===== src/rtl/conv_window_streamer_pkg.sv =====
// rtl/conv_window_streamer_pkg.sv - shared constants and FSM state type for the conv window streamer
//
// Purpose: Q8.24 format constants, 3x3 window size and the streamer FSM encoding.
package conv_window_streamer_pkg;

  localparam int          FRAC_BITS = 24;
  localparam logic [31:0] ONE       = 32'h0100_0000;
  localparam int          KWIN      = 9;

  typedef enum logic [2:0] {
    S_IDLE,
    S_LOADW,
    S_WIN,
    S_WAIT,
    S_OUT,
    S_GAP,
    S_FIN
  } state_t;

endpackage


===== src/rtl/conv_win_addr_gen.sv =====
// rtl/conv_win_addr_gen.sv - window/tap counters and memory word address for the conv streamer
//
// Purpose: tracks tap k (0..8, split into row kr / column kc) and window origin (r,c).
//          Produces the weight address WBASE+k or the pixel address
//          IBASE+(r+kr)*IMG_W+(c+kc).
// Ports:
//   i_clk, i_reset   clock, synchronous active-high reset
//   i_clr            clear all counters (start of a pass)
//   i_k_step         advance tap k, wrapping 8 -> 0
//   i_win_step       advance window origin in row-major order
//   i_sel_w          1: weight address, 0: pixel address
//   o_addr           memory word address for the current tap
//   o_k_last         current tap is k=8
//   o_win_last       current window is the last one (r=IMG_H-3, c=IMG_W-3)
module conv_win_addr_gen
  import conv_window_streamer_pkg::*;
#(
  parameter int IMG_W  = 8,
  parameter int IMG_H  = 8,
  parameter int ADDR_W = 16,
  parameter int WBASE  = 0,
  parameter int IBASE  = 16
) (
  input  logic              i_clk,
  input  logic              i_reset,
  input  logic              i_clr,
  input  logic              i_k_step,
  input  logic              i_win_step,
  input  logic              i_sel_w,
  output logic [ADDR_W-1:0] o_addr,
  output logic              o_k_last,
  output logic              o_win_last
);

  localparam int ROW_W = $clog2(IMG_H);
  localparam int COL_W = $clog2(IMG_W);

  logic [3:0]       r_k;
  logic [1:0]       r_kr;
  logic [1:0]       r_kc;
  logic [ROW_W-1:0] r_r;
  logic [COL_W-1:0] r_c;

  logic [ADDR_W-1:0] w_row;
  logic [ADDR_W-1:0] w_col;
  logic [ADDR_W-1:0] w_pix_addr;
  logic [ADDR_W-1:0] w_wt_addr;

  // kr/kc run alongside k so the pixel address needs no divide by 3.
  always_ff @(posedge i_clk) begin
    if (i_reset || i_clr) begin
      r_k  <= '0;
      r_kr <= '0;
      r_kc <= '0;
      r_r  <= '0;
      r_c  <= '0;
    end else begin
      if (i_k_step) begin
        if (o_k_last) begin
          r_k  <= '0;
          r_kr <= '0;
          r_kc <= '0;
        end else begin
          r_k <= r_k + 4'd1;
          if (r_kc == 2'd2) begin
            r_kc <= '0;
            r_kr <= r_kr + 2'd1;
          end else begin
            r_kc <= r_kc + 2'd1;
          end
        end
      end
      if (i_win_step) begin
        if (r_c == COL_W'(IMG_W - 3)) begin
          r_c <= '0;
          r_r <= r_r + ROW_W'(1);
        end else begin
          r_c <= r_c + COL_W'(1);
        end
      end
    end
  end

  assign w_row      = ADDR_W'(r_r) + ADDR_W'(r_kr);
  assign w_col      = ADDR_W'(r_c) + ADDR_W'(r_kc);
  assign w_pix_addr = ADDR_W'(IBASE) + w_row * ADDR_W'(IMG_W) + w_col;
  assign w_wt_addr  = ADDR_W'(WBASE) + ADDR_W'(r_k);

  assign o_addr     = i_sel_w ? w_wt_addr : w_pix_addr;
  assign o_k_last   = (r_k == 4'(KWIN - 1));
  assign o_win_last = (r_r == ROW_W'(IMG_H - 3)) && (r_c == COL_W'(IMG_W - 3));

endmodule


===== src/rtl/conv_window_streamer.sv =====
// rtl/conv_window_streamer.sv - streams 3x3 weights and image windows to the conv accelerator
//
// Purpose: loads 9 weights once per pass, then for every valid 3x3 window streams
//          its 9 pixels, captures the accelerator result and hands it downstream.
// Ports:
//   clk, reset              clock, synchronous active-high reset
//   start / busy / done     pass control and status
//   mem_rd_en, mem_addr     word memory read request (data back one cycle later)
//   mem_rd_data             memory read data
//   acc_data, acc_valid,    accelerator stream: word, valid, weight(1)/pixel(0) select
//   acc_filter
//   acc_result              accelerator result, valid ACC_LAT cycles after 9th pixel
//   res_data, res_valid,    per-window result handshake
//   res_ready
module conv_window_streamer
  import conv_window_streamer_pkg::*;
#(
  parameter int IMG_W   = 8,
  parameter int IMG_H   = 8,
  parameter int ADDR_W  = 16,
  parameter int WBASE   = 0,
  parameter int IBASE   = 16,
  parameter int ACC_LAT = 1
) (
  input  logic              clk,
  input  logic              reset,
  input  logic              start,
  output logic              busy,
  output logic              done,
  output logic              mem_rd_en,
  output logic [ADDR_W-1:0] mem_addr,
  input  logic [31:0]       mem_rd_data,
  output logic [31:0]       acc_data,
  output logic              acc_valid,
  output logic              acc_filter,
  input  logic [31:0]       acc_result,
  output logic [31:0]       res_data,
  output logic              res_valid,
  input  logic              res_ready
);

  state_t      r_state;
  logic        r_busy;
  logic        r_done;
  logic        r_rd_en;
  logic        r_sel_w;
  logic        r_acc_valid;
  logic        r_acc_filter;
  logic [31:0] r_res_data;
  logic        r_res_valid;
  logic [7:0]  r_lat_cnt;

  logic              w_clr;
  logic              w_win_step;
  logic              w_k_last;
  logic              w_win_last;
  logic [ADDR_W-1:0] w_addr;

  assign w_clr      = (r_state == S_IDLE) && start;
  assign w_win_step = (r_state == S_GAP) && !w_win_last;

  conv_win_addr_gen #(
    .IMG_W  (IMG_W),
    .IMG_H  (IMG_H),
    .ADDR_W (ADDR_W),
    .WBASE  (WBASE),
    .IBASE  (IBASE)
  ) u_addr_gen (
    .i_clk      (clk),
    .i_reset    (reset),
    .i_clr      (w_clr),
    .i_k_step   (r_rd_en),
    .i_win_step (w_win_step),
    .i_sel_w    (r_sel_w),
    .o_addr     (w_addr),
    .o_k_last   (w_k_last),
    .o_win_last (w_win_last)
  );

  always_ff @(posedge clk) begin
    if (reset) begin
      r_state      <= S_IDLE;
      r_busy       <= 1'b0;
      r_done       <= 1'b0;
      r_rd_en      <= 1'b0;
      r_sel_w      <= 1'b0;
      r_acc_valid  <= 1'b0;
      r_acc_filter <= 1'b0;
      r_res_data   <= '0;
      r_res_valid  <= 1'b0;
      r_lat_cnt    <= '0;
    end else begin
      // Read data returns one cycle after the strobe, so the accelerator
      // qualifiers are the read strobe/select delayed by one cycle.
      r_acc_valid  <= r_rd_en;
      r_acc_filter <= r_rd_en & r_sel_w;
      r_done       <= 1'b0;
      case (r_state)
        S_IDLE: begin
          if (start) begin
            r_state <= S_LOADW;
            r_busy  <= 1'b1;
            r_rd_en <= 1'b1;
            r_sel_w <= 1'b1;
          end
        end
        S_LOADW: begin
          // Reads continue straight into the first window with no bubble.
          if (w_k_last) begin
            r_state <= S_WIN;
            r_sel_w <= 1'b0;
          end
        end
        S_WIN: begin
          if (w_k_last) begin
            r_state   <= S_WAIT;
            r_rd_en   <= 1'b0;
            r_lat_cnt <= '0;
          end
        end
        S_WAIT: begin
          // First WAIT cycle is the one presenting the 9th pixel word.
          if (r_lat_cnt == 8'(ACC_LAT)) begin
            r_res_data  <= acc_result;
            r_res_valid <= 1'b1;
            r_state     <= S_OUT;
          end else begin
            r_lat_cnt <= r_lat_cnt + 8'd1;
          end
        end
        S_OUT: begin
          if (res_ready) begin
            r_res_valid <= 1'b0;
            r_state     <= S_GAP;
          end
        end
        S_GAP: begin
          if (w_win_last) begin
            r_state <= S_FIN;
            r_done  <= 1'b1;
          end else begin
            r_state <= S_WIN;
            r_rd_en <= 1'b1;
          end
        end
        S_FIN: begin
          r_state <= S_IDLE;
          r_busy  <= 1'b0;
        end
        default: r_state <= S_IDLE;
      endcase
    end
  end

  assign busy       = r_busy;
  assign done       = r_done;
  assign mem_rd_en  = r_rd_en;
  assign mem_addr   = r_rd_en ? w_addr : '0;
  assign acc_data   = r_acc_valid ? mem_rd_data : '0;
  assign acc_valid  = r_acc_valid;
  assign acc_filter = r_acc_filter;
  assign res_data   = r_res_data;
  assign res_valid  = r_res_valid;

endmodule


===== config.mk =====
export PLATFORM = sky130hd
export DESIGN_NAME = conv_window_streamer
export DESIGN_NICKNAME = d
export VERILOG_FILES = /design/src/rtl/conv_window_streamer_pkg.sv /design/src/rtl/conv_win_addr_gen.sv /design/src/rtl/conv_window_streamer.sv
export SDC_FILE = /design/constraint.sdc
export NUM_CORES = 1
export LEC_CHECK = 0
export CAP_MARGIN = 20
export CELL_PAD_IN_SITES_DETAIL_PLACEMENT = 1
export CELL_PAD_IN_SITES_GLOBAL_PLACEMENT = 1
export CORE_ASPECT_RATIO = 2
export CORE_UTILIZATION = 31
export CTS_BUF_LIST = sky130_fd_sc_hd__clkbuf_8 sky130_fd_sc_hd__clkbuf_16
export CTS_CLUSTER_DIAMETER = 80
export DETAILED_ROUTE_END_ITERATION = 7
export PLACE_DENSITY_LB_ADDON = 0.1
export SYNTH_ARGS = -nofsm -noshare
export SYNTH_HDL_FRONTEND = slang
export SYNTH_SLANG_ARGS = --single-unit

===== constraint.sdc =====
create_clock -name clk -period 3.2 [get_ports clk]
set_input_delay 0.32 -clock clk [delete_from_list [all_inputs] [get_ports clk]]
set_output_delay 0.32 -clock clk [all_outputs]
set_load 0.005 [all_outputs]

==> summary.txt, run 1 <==
CTS buffer count: 9
Root Driver: clkbuf_16
endpoint type of the worst setup path: primary output
initial core utilization: 32.1%
Max-slew headroom: 48.6%
worst hold path type: reg -> reg
vias per cell: 4.84
register area share after synthesis: 39.1%
# hold bufs at CTS: 0
post-synthesis cell count: 407
Layout area overhead: 52.9%
LEAKAGE: 1.79 nW
worst skew pair latency: 0.33 ns
DRC errors left: 0
clk sinks: 64
Worst Tran Pin Value: 0.771 ns
post-cts resize count: 0
clk slew on worst S/H paths: 0.05 ns
Synth cell types: 47
CP Max Fanout: 4
most frequent cells in the layout: 144 x clkdlybuf4s50_1, 77 x nand2_1, 64 x dfxtp_1, 54 x a21oi_1, 33 x and2_1
Antenna Cells: 0
Highest Clock Rate: 0.356 GHz
gp weighted congestion: 0.805
Power Total: 2.18 mW
share of cells above drive strength 1: 4.77%
initial antenna violation count: 0
Post-DRT Antenna Nets: 0
outcome: finished, final reports clean
number of synthesis warnings: 0
DRT iter0 DRCs: 72
WL final: 11200 um
Fin. Hold Viols: 0
number of global-route vias before repair: 3668
core footprint: 0.0102 sq mm
die area: 0.0110 sq mm
Critical Path AT: 2.49 ns
unrepaired setup endpoints after global routing: no
largest net degree at the start of global routing: 35
R2R depth: 4
Tcrit/Tclk final: 87.7%
PD cells: 435 mW/mm^2
max-cap violations: 0
Max H-tree Level: 3
first-pass GRT wire length: 18400 um
fin crit period: 2.81 ns
final net count: 622
drt wl/cell: 16.5 um
startpoint types: flip-flop
Req. time, crit path: 2.88 ns
Clock Skew: 0.00381 ns
CTS max path bufs: 2
Die X: 74.7 um
CTS tree: done
GRT Total Usage: 22.2%
max-slew violation count: 0
Setup TNS: 0 ns
Synth Cell Area: 0.00328 sq mm
post-DP HPWL: 8690 um
Vias: 3292
row cnt: 52
worst vdd ir: 282 uV
Setup Fix Bufs, Post-CTS: 0
commonest non-fill, non-tap cell in the layout: clkdlybuf4s50_1
Hold Path Depth: 2
die height: 147 um
Port Buffers: 145
setup violators final: 0
IO Pins: 154
Pre-Repair DR Iteration Count: 4
Post-synth ARST share: 0%
Setup CP Type: reg -> out
Synth Flop Type: dfxtp_1
Post-synth EDFFs: 0
Avg Inst Size Synth: 8.05 sq um
register bit total from synthesis: 64
GR Overflow Total: 0
path summary, 6_finish.rpt:
path	start	end	slack (ns)
setup / recovery	u_addr_gen.r_r[0]$_SDFFE_PP0P_	mem_addr[6]	0.39
hold / removal	res_data[23]$_SDFFE_PP0P_	res_data[23]$_SDFFE_PP0P_	0.45
setup reg to reg	r_state[0]$_SDFFE_PP0P_	r_lat_cnt[7]$_SDFFE_PP0P_	1.14
hold reg to reg	res_data[23]$_SDFFE_PP0P_	res_data[23]$_SDFFE_PP0P_	0.45
cell type report:
cell class | instances | area, sq um
flip-flops and latches | 64 | 1280
clock inverters | 6 | 28.8
fillers | 1258 | 5200
clock buffers | 10 | 239
well taps | 135 | 169
multi-input cells | 307 | 1790
repair buffers | 148 | 1470
inverters | 10 | 37.5
power by group:
part / leakage, nW / total [mW] / switching [mW] / internal (mW)
Clock: 0.142 / 0.874 / 0.341 / 0.533
Sequential: 0.517 / 0.908 / 0.0806 / 0.827
Combinational: 1.13 / 0.399 / 0.168 / 0.231
cell usage after synthesis, types with 3 or more instances:
library cell	instances	area [sq um]
buf_6	3	33.8
nand3_1	6	30.0
dfxtp_1	64	1280
nand2b_1	5	31.3
nand4b_1	5	43.8
a21oi_1	54	270
or2_2	3	18.8
nor3_1	7	35.0
or3_1	5	31.3
and2_1	33	206
a311oi_1	4	35.0
inv_1	10	37.5
nor2_1	23	86.3
and3b_1	5	43.8
o21ai_0	13	65.1
nand3b_1	5	37.5
nand2_1	77	289
ha_1	12	150
xor2_1	7	61.3
buf_4	8	60.1
clkbuf_1	19	71.3
nand4_1	4	25.0
mux2i_1	5	50.1
stage by stage:
step                util [%]  cell area (sq um)  instances  worst slack (ns)  hold WS, ns
floorplan                  -               3300        414              1.30        0.453
global placement        46.4               4740        664             0.790        0.443
detailed placement      46.4               4740        664             0.681        0.450
CTS                     49.0               5010        680             0.350        0.461
global route            49.0               5010        680             0.135        0.478
finish                  49.0               5010        680             0.393        0.453
flip-flops by register name, summed over array words and instances, names as in the netlist, 2 cells and up:
signal / count
u_addr_gen.r_kc: 2
r_state: 3
u_addr_gen.r_k: 4
res_data: 32
u_addr_gen.r_c: 3
r_lat_cnt: 8
u_addr_gen.r_kr: 2
u_addr_gen.r_r: 3
critical path: stages (launching register included):
cell and delay, ns:
dfxtp_1 0.39, ha_1 0.19, inv_1 0.05, fa_1 0.38, xor2_1 0.27, a21oi_1 0.09
xor2_1 0.15, nor2_1 0.11, clkdlybuf4s50_1 0.52
cells by family after synthesis:
kind of cell    count (synthesis)  share of synthesized area [%]
compound gates                 84                           14.6
fa+ha+maj                      14                           5.81
xor+xnor                        9                           2.41
flops                          64                           39.1
other cells                     1                          0.114
mux                             6                           1.87
simple gates                  186                           29.0
buf+inv                        43                           7.18
metal layers:
layer / share of wire, % / global-route usage [%]
met3: 6.1 / 7.02
met5: 0 / 0
met2: 56 / 41.4
met4: 2.6 / 8.68
met1: 35 / 21.5
Power figures use the tool's default switching activity.
==> run 2, diff against run 1 <==
Settings changed: CTS_CLUSTER_DIAMETER 80 to default.
==> results of run 2 <==
No change in the layout: final DEF, timing and power equal those of run 1.
==> edit 1 (settings of run 2) <==
`IMG_H` is set to 8 in 2 places; all go to 4.
--- a/src/rtl/conv_win_addr_gen.sv
+++ b/src/rtl/conv_win_addr_gen.sv
@@ -18,3 +18,3 @@
   parameter int IMG_W  = 8,
-  parameter int IMG_H  = 8,
+  parameter int IMG_H  = 4,
   parameter int ADDR_W = 16,
--- a/src/rtl/conv_window_streamer.sv
+++ b/src/rtl/conv_window_streamer.sv
@@ -18,3 +18,3 @@
   parameter int IMG_W   = 8,
-  parameter int IMG_H   = 8,
+  parameter int IMG_H   = 4,
   parameter int ADDR_W  = 16,
Behaviour: same outputs for any inputs over 10 cycles, from zero or initial values and one cycle with reset high; that may be too few to reach the edited logic, so the function may still have changed.
==> edit 1 against run 2 <==
Clock skew rose by 1.4 ps; synthesized cell count fell by 13%; final area fell by 1.8%; sequential cell count fell by 1; sequential share of layout area rose by 0.061 points; area after synthesis fell by 4.5%; routed wire length fell by 16%; worst setup slack improved by 92 ps.
Power is not compared: it rests on default switching activity, and its combinational part moved more than twofold at a synthesized area within 25%.
==> edit 1: results (changes against run 2) <==
INFO  metric final.fill_count = 1169 (-7.1%)
INFO  metric max-slew-margin-rel = 0.478 (-0.00727)
INFO  metric timing.critical_path.slowest_cell_delay = 510 ps
INFO  metric postRouteWirelength = 9.49 mm (-16%)
INFO  metric gpl.final_weighted_congestion = 0.735 (-8.7%)
INFO  metric grt_max_degree = 34 (-2.9%)
INFO  metric vdd_drop_max = 0.000282 V
INFO  metric grt_pass1_wl = 14.7 mm (-20%)
INFO  metric via_count_of_the_first_global_routing_pass = 3125 (-15%)
INFO  metric drive_gt1_frac = 0.0465 (-0.00124)
INFO  metric synth_seq_area_share = 0.403 (+0.0121)
INFO  metric drc_markers = 0 (unchanged)
INFO  metric synth_cell_types = 42 (-11%)
INFO  metric synth_edf_count = 0 (unchanged)
INFO  metric design.final.nets = 570 (-8.4%)
INFO  metric detailroute.via_count = 2987 (-9.3%)
INFO  metric cp_max_fo = 8 (+4)
INFO  metric portBuffers = 144 (-0.69%)
INFO  metric synthTopCellsByCount = sky130_fd_sc_hd__dfxtp_1 (63), sky130_fd_sc_hd__nor2_1 (53), sky130_fd_sc_hd__mux2i_1 (37)
INFO  metric synthesis.yosys.warnings = 0 (unchanged)
INFO  metric critPathArrivalTime = 2390 ps (-100 ps)
INFO  metric run_status = completed
INFO  metric top_area_cells_in_the_synthesized_netlist = sky130_fd_sc_hd__dfxtp_1 (40%), sky130_fd_sc_hd__mux2i_1 (12%), sky130_fd_sc_hd__and2_1 (6.8%), sky130_fd_sc_hd__nor2_1 (6.4%), sky130_fd_sc_hd__ha_1 (4.0%)
INFO  metric drt_iter0_markers = 87 (+21%)
INFO  metric grtUsageTotal = 0.183 (-0.0390)
INFO  metric critical-path-top-delay-family = adder cells
INFO  metric worst_clock_skew = 5.23 ps (+1.41 ps)
INFO  metric hpwl = 7.34 mm (-16%)
INFO  metric min-delay-path-class = in -> reg
INFO  metric timing.hold.worst_path_depth = 2 (unchanged)
INFO  metric antenna_violations_before_repair = 0 (unchanged)
INFO  metric postCtsResizedCells = 0 (unchanged)
INFO  metric ff2ff_path_depth = 6 (+2)
INFO  metric cts_max_level = 3 (unchanged)
edit 1: kinds of logic after synthesis:
kind of cell | after synthesis | share of synthesized area
AND/OR/NAND/NOR | 145 | 0.247
flip-flops | 63 | 0.403
AO/OA/AOI/OAI | 49 | 0.0980
buffers and inverters | 45 | 0.0684
multiplexers | 37 | 0.118
adder cells (fa/ha/maj) | 12 | 0.0528
XOR/XNOR | 4 | 0.0112
other | 1 | 0.00120
edit 1: worst paths after layout:
check	from	endpoint	slack, ps
min	reset	res_data[29]	390
max	u_addr_gen.r_c[1]	mem_addr[4]	490
min reg2reg	res_valid	res_valid	470
max reg2reg	r_lat_cnt[0]	res_data[14]	830
edit 1: through the flow:
step	area [sq um]	cells	hold WS, ps	setup WS (ps)	total power [mW]
final	4920	627	392	485	1.96
after global placement	4620	611	451	874	1.01
after global routing	4920	627	408	370	2.04
after floorplan	3160	364	450	1420	0.887
after CTS	4920	627	395	455	1.99
after detailed placement	4620	611	462	813	1.01
edit 1: layout make-up:
| cell class | instances | area share |
|---|---|---|
| Timing Repair Buffer | 147 | 0.297 |
| Clock buffer | 9 | 0.0458 |
| Multi-Input combinational cell | 256 | 0.343 |
| Sequential cell | 63 | 0.256 |
| Tap cell | 132 | 0.0336 |
| Clock inverter | 7 | 0.0148 |
| Inverter | 13 | 0.00992 |
edit 1: worst register-to-register path: cells and delay by family (launching register included):
family | cells | cell delay [ps]
adder cells (fa/ha/maj) | 1 | 160
buffers and inverters | 1 | 410
flip-flops | 1 | 390
multiplexers | 1 | 200
AND/OR/NAND/NOR | 3 | 1090
edit 1: per-layer routing:
layer | track usage | wire, microns
met1 | 0.175 | 3440
met2 | 0.356 | 5430
met3 | 0.0467 | 424
met4 | 0.0722 | 195
met5 | 0 | 0
edit 1: power by group through the flow:
stage / clock [mW] / combinational, mW / sequential, mW
3_5_place_dp: 0 / 0.185 / 0.829
4_1_cts: 0.996 / 0.186 / 0.812
5_1_grt: 1.03 / 0.200 / 0.814
2_1_floorplan: 0 / 0.0725 / 0.815
6_report: 0.970 / 0.183 / 0.811
3_3_place_gp: 0 / 0.182 / 0.828
==> edit 2 (flow settings as in run 2) <==
Without the edit above. The 7 states of `state_t` get a Gray code encoding in 3 bits.
--- a/src/rtl/conv_window_streamer_pkg.sv
+++ b/src/rtl/conv_window_streamer_pkg.sv
@@ -10,9 +10,9 @@
   typedef enum logic [2:0] {
-    S_IDLE,
-    S_LOADW,
-    S_WIN,
-    S_WAIT,
-    S_OUT,
-    S_GAP,
-    S_FIN
+    S_IDLE  = 3'b000,
+    S_LOADW = 3'b001,
+    S_WIN   = 3'b011,
+    S_WAIT  = 3'b010,
+    S_OUT   = 3'b110,
+    S_GAP   = 3'b111,
+    S_FIN   = 3'b101
   } state_t;
Formal check against the unedited RTL: same outputs for any inputs over 10 cycles, from zero or initial values and one cycle with reset high; not proved beyond that.
==> edit 2 against run 2 <==
Sequential share of layout area fell by 0.40 points; routed wire length fell by 16%; highest routed layer unchanged; area after synthesis rose by 0.99%; clock power rose by 5.6%; worst setup slack got worse by 73 ps; sequential cell count did not move; hold slack improved by 7.4 ps; total power fell by 7.5%; non-clock buffer count did not move; final area rose by 1.6%.
==> edit 2: results (changes against run 2) <==
INFO  metric run_status = completed
INFO  metric synth_cell_types = 48 (+2.1%)
INFO  metric worst_r2r_endpoint = res_data[0]
INFO  metric hpwl = 7.25 mm (-17%)
INFO  metric grt_max_degree = 45 (+29%)
INFO  metric vdd_drop_max = 0.000340 V (+20%)
INFO  metric postRouteWirelength = 9.48 mm (-16%)
INFO  metric pg_comb = 0.250 mW (-37%)
INFO  metric whs_endpoint = res_valid
INFO  metric synth_adder_area_share = 0.0575 (-0.000571)
INFO  metric yosys.area_share.xor_xnor = 0.0318 (+0.00771)
INFO  metric placed_cells = 634 (-4.5%)
INFO  metric power.internal = 1.55 mW (-2.5%)
INFO  metric p_seq = 0.845 mW (-6.9%)
INFO  metric worst_hold_slack = 461 ps (+7.35 ps)
INFO  metric grtUsageTotal = 0.178 (-0.0440)
INFO  metric pg_clk = 0.923 mW (+5.6%)
INFO  metric ff2ff_setup_slack = 980 ps (-160 ps)
INFO  metric synth_seq_area_share = 0.387 (-0.00385)
INFO  metric globalRouteMet1Util = 0.171 (-0.0439)
INFO  metric max-slew-margin-rel = 0.512 (+0.0267)
INFO  metric dp_slack = 644 ps (-37.2 ps)
INFO  metric flow.area_growth_from_synthesis = 53.9%
INFO  metric detail_route.wirelength.met1 = 3.45 mm (-13%)
INFO  metric critPathArrivalTime = 2560 ps (+70 ps)
INFO  metric syn-instance-count = 372 (-8.6%)
INFO  metric muxShareOfSynthArea = 0.118 (+0.0993)
INFO  metric netlist.area_leader.share = 0.387 (-0.00385)
INFO  metric gr-usage-met2 = 0.342 (-0.0716)
INFO  metric detailroute.via_count = 3097 (-5.9%)
INFO  metric finalCriticalPeriod = 2880 ps (+72.9 ps)
INFO  metric design.final.nets = 590 (-5.1%)
INFO  metric holdCritStartpoint = res_valid
[edit 2: changes by cell type after synthesis, sizes merged, moves of 5 or more]
cell / change
a21oi: -32
buf: +7
clkbuf: -10
mux2i: +34
nand2: -59
nor2: +37
o21ai: -5
[edit 2: cell type report]
cell class | instances | area share
tap | 137 | 0.0337
clock inverter | 3 | 0.00344
multi-input combinational | 273 | 0.360
sequential | 64 | 0.252
inverter | 12 | 0.00885
clock buffer | 12 | 0.0524
timing repair buffer | 148 | 0.290
[edit 2: worst max-delay path, cell delays in order (launching register included)]
cell and delay, ps:
sky130_fd_sc_hd__dfxtp_1 410, sky130_fd_sc_hd__ha_1 190, sky130_fd_sc_hd__inv_1 50, sky130_fd_sc_hd__fa_1 460, sky130_fd_sc_hd__ha_1 240, sky130_fd_sc_hd__nor4_1 320, sky130_fd_sc_hd__clkdlybuf4s50_1 570
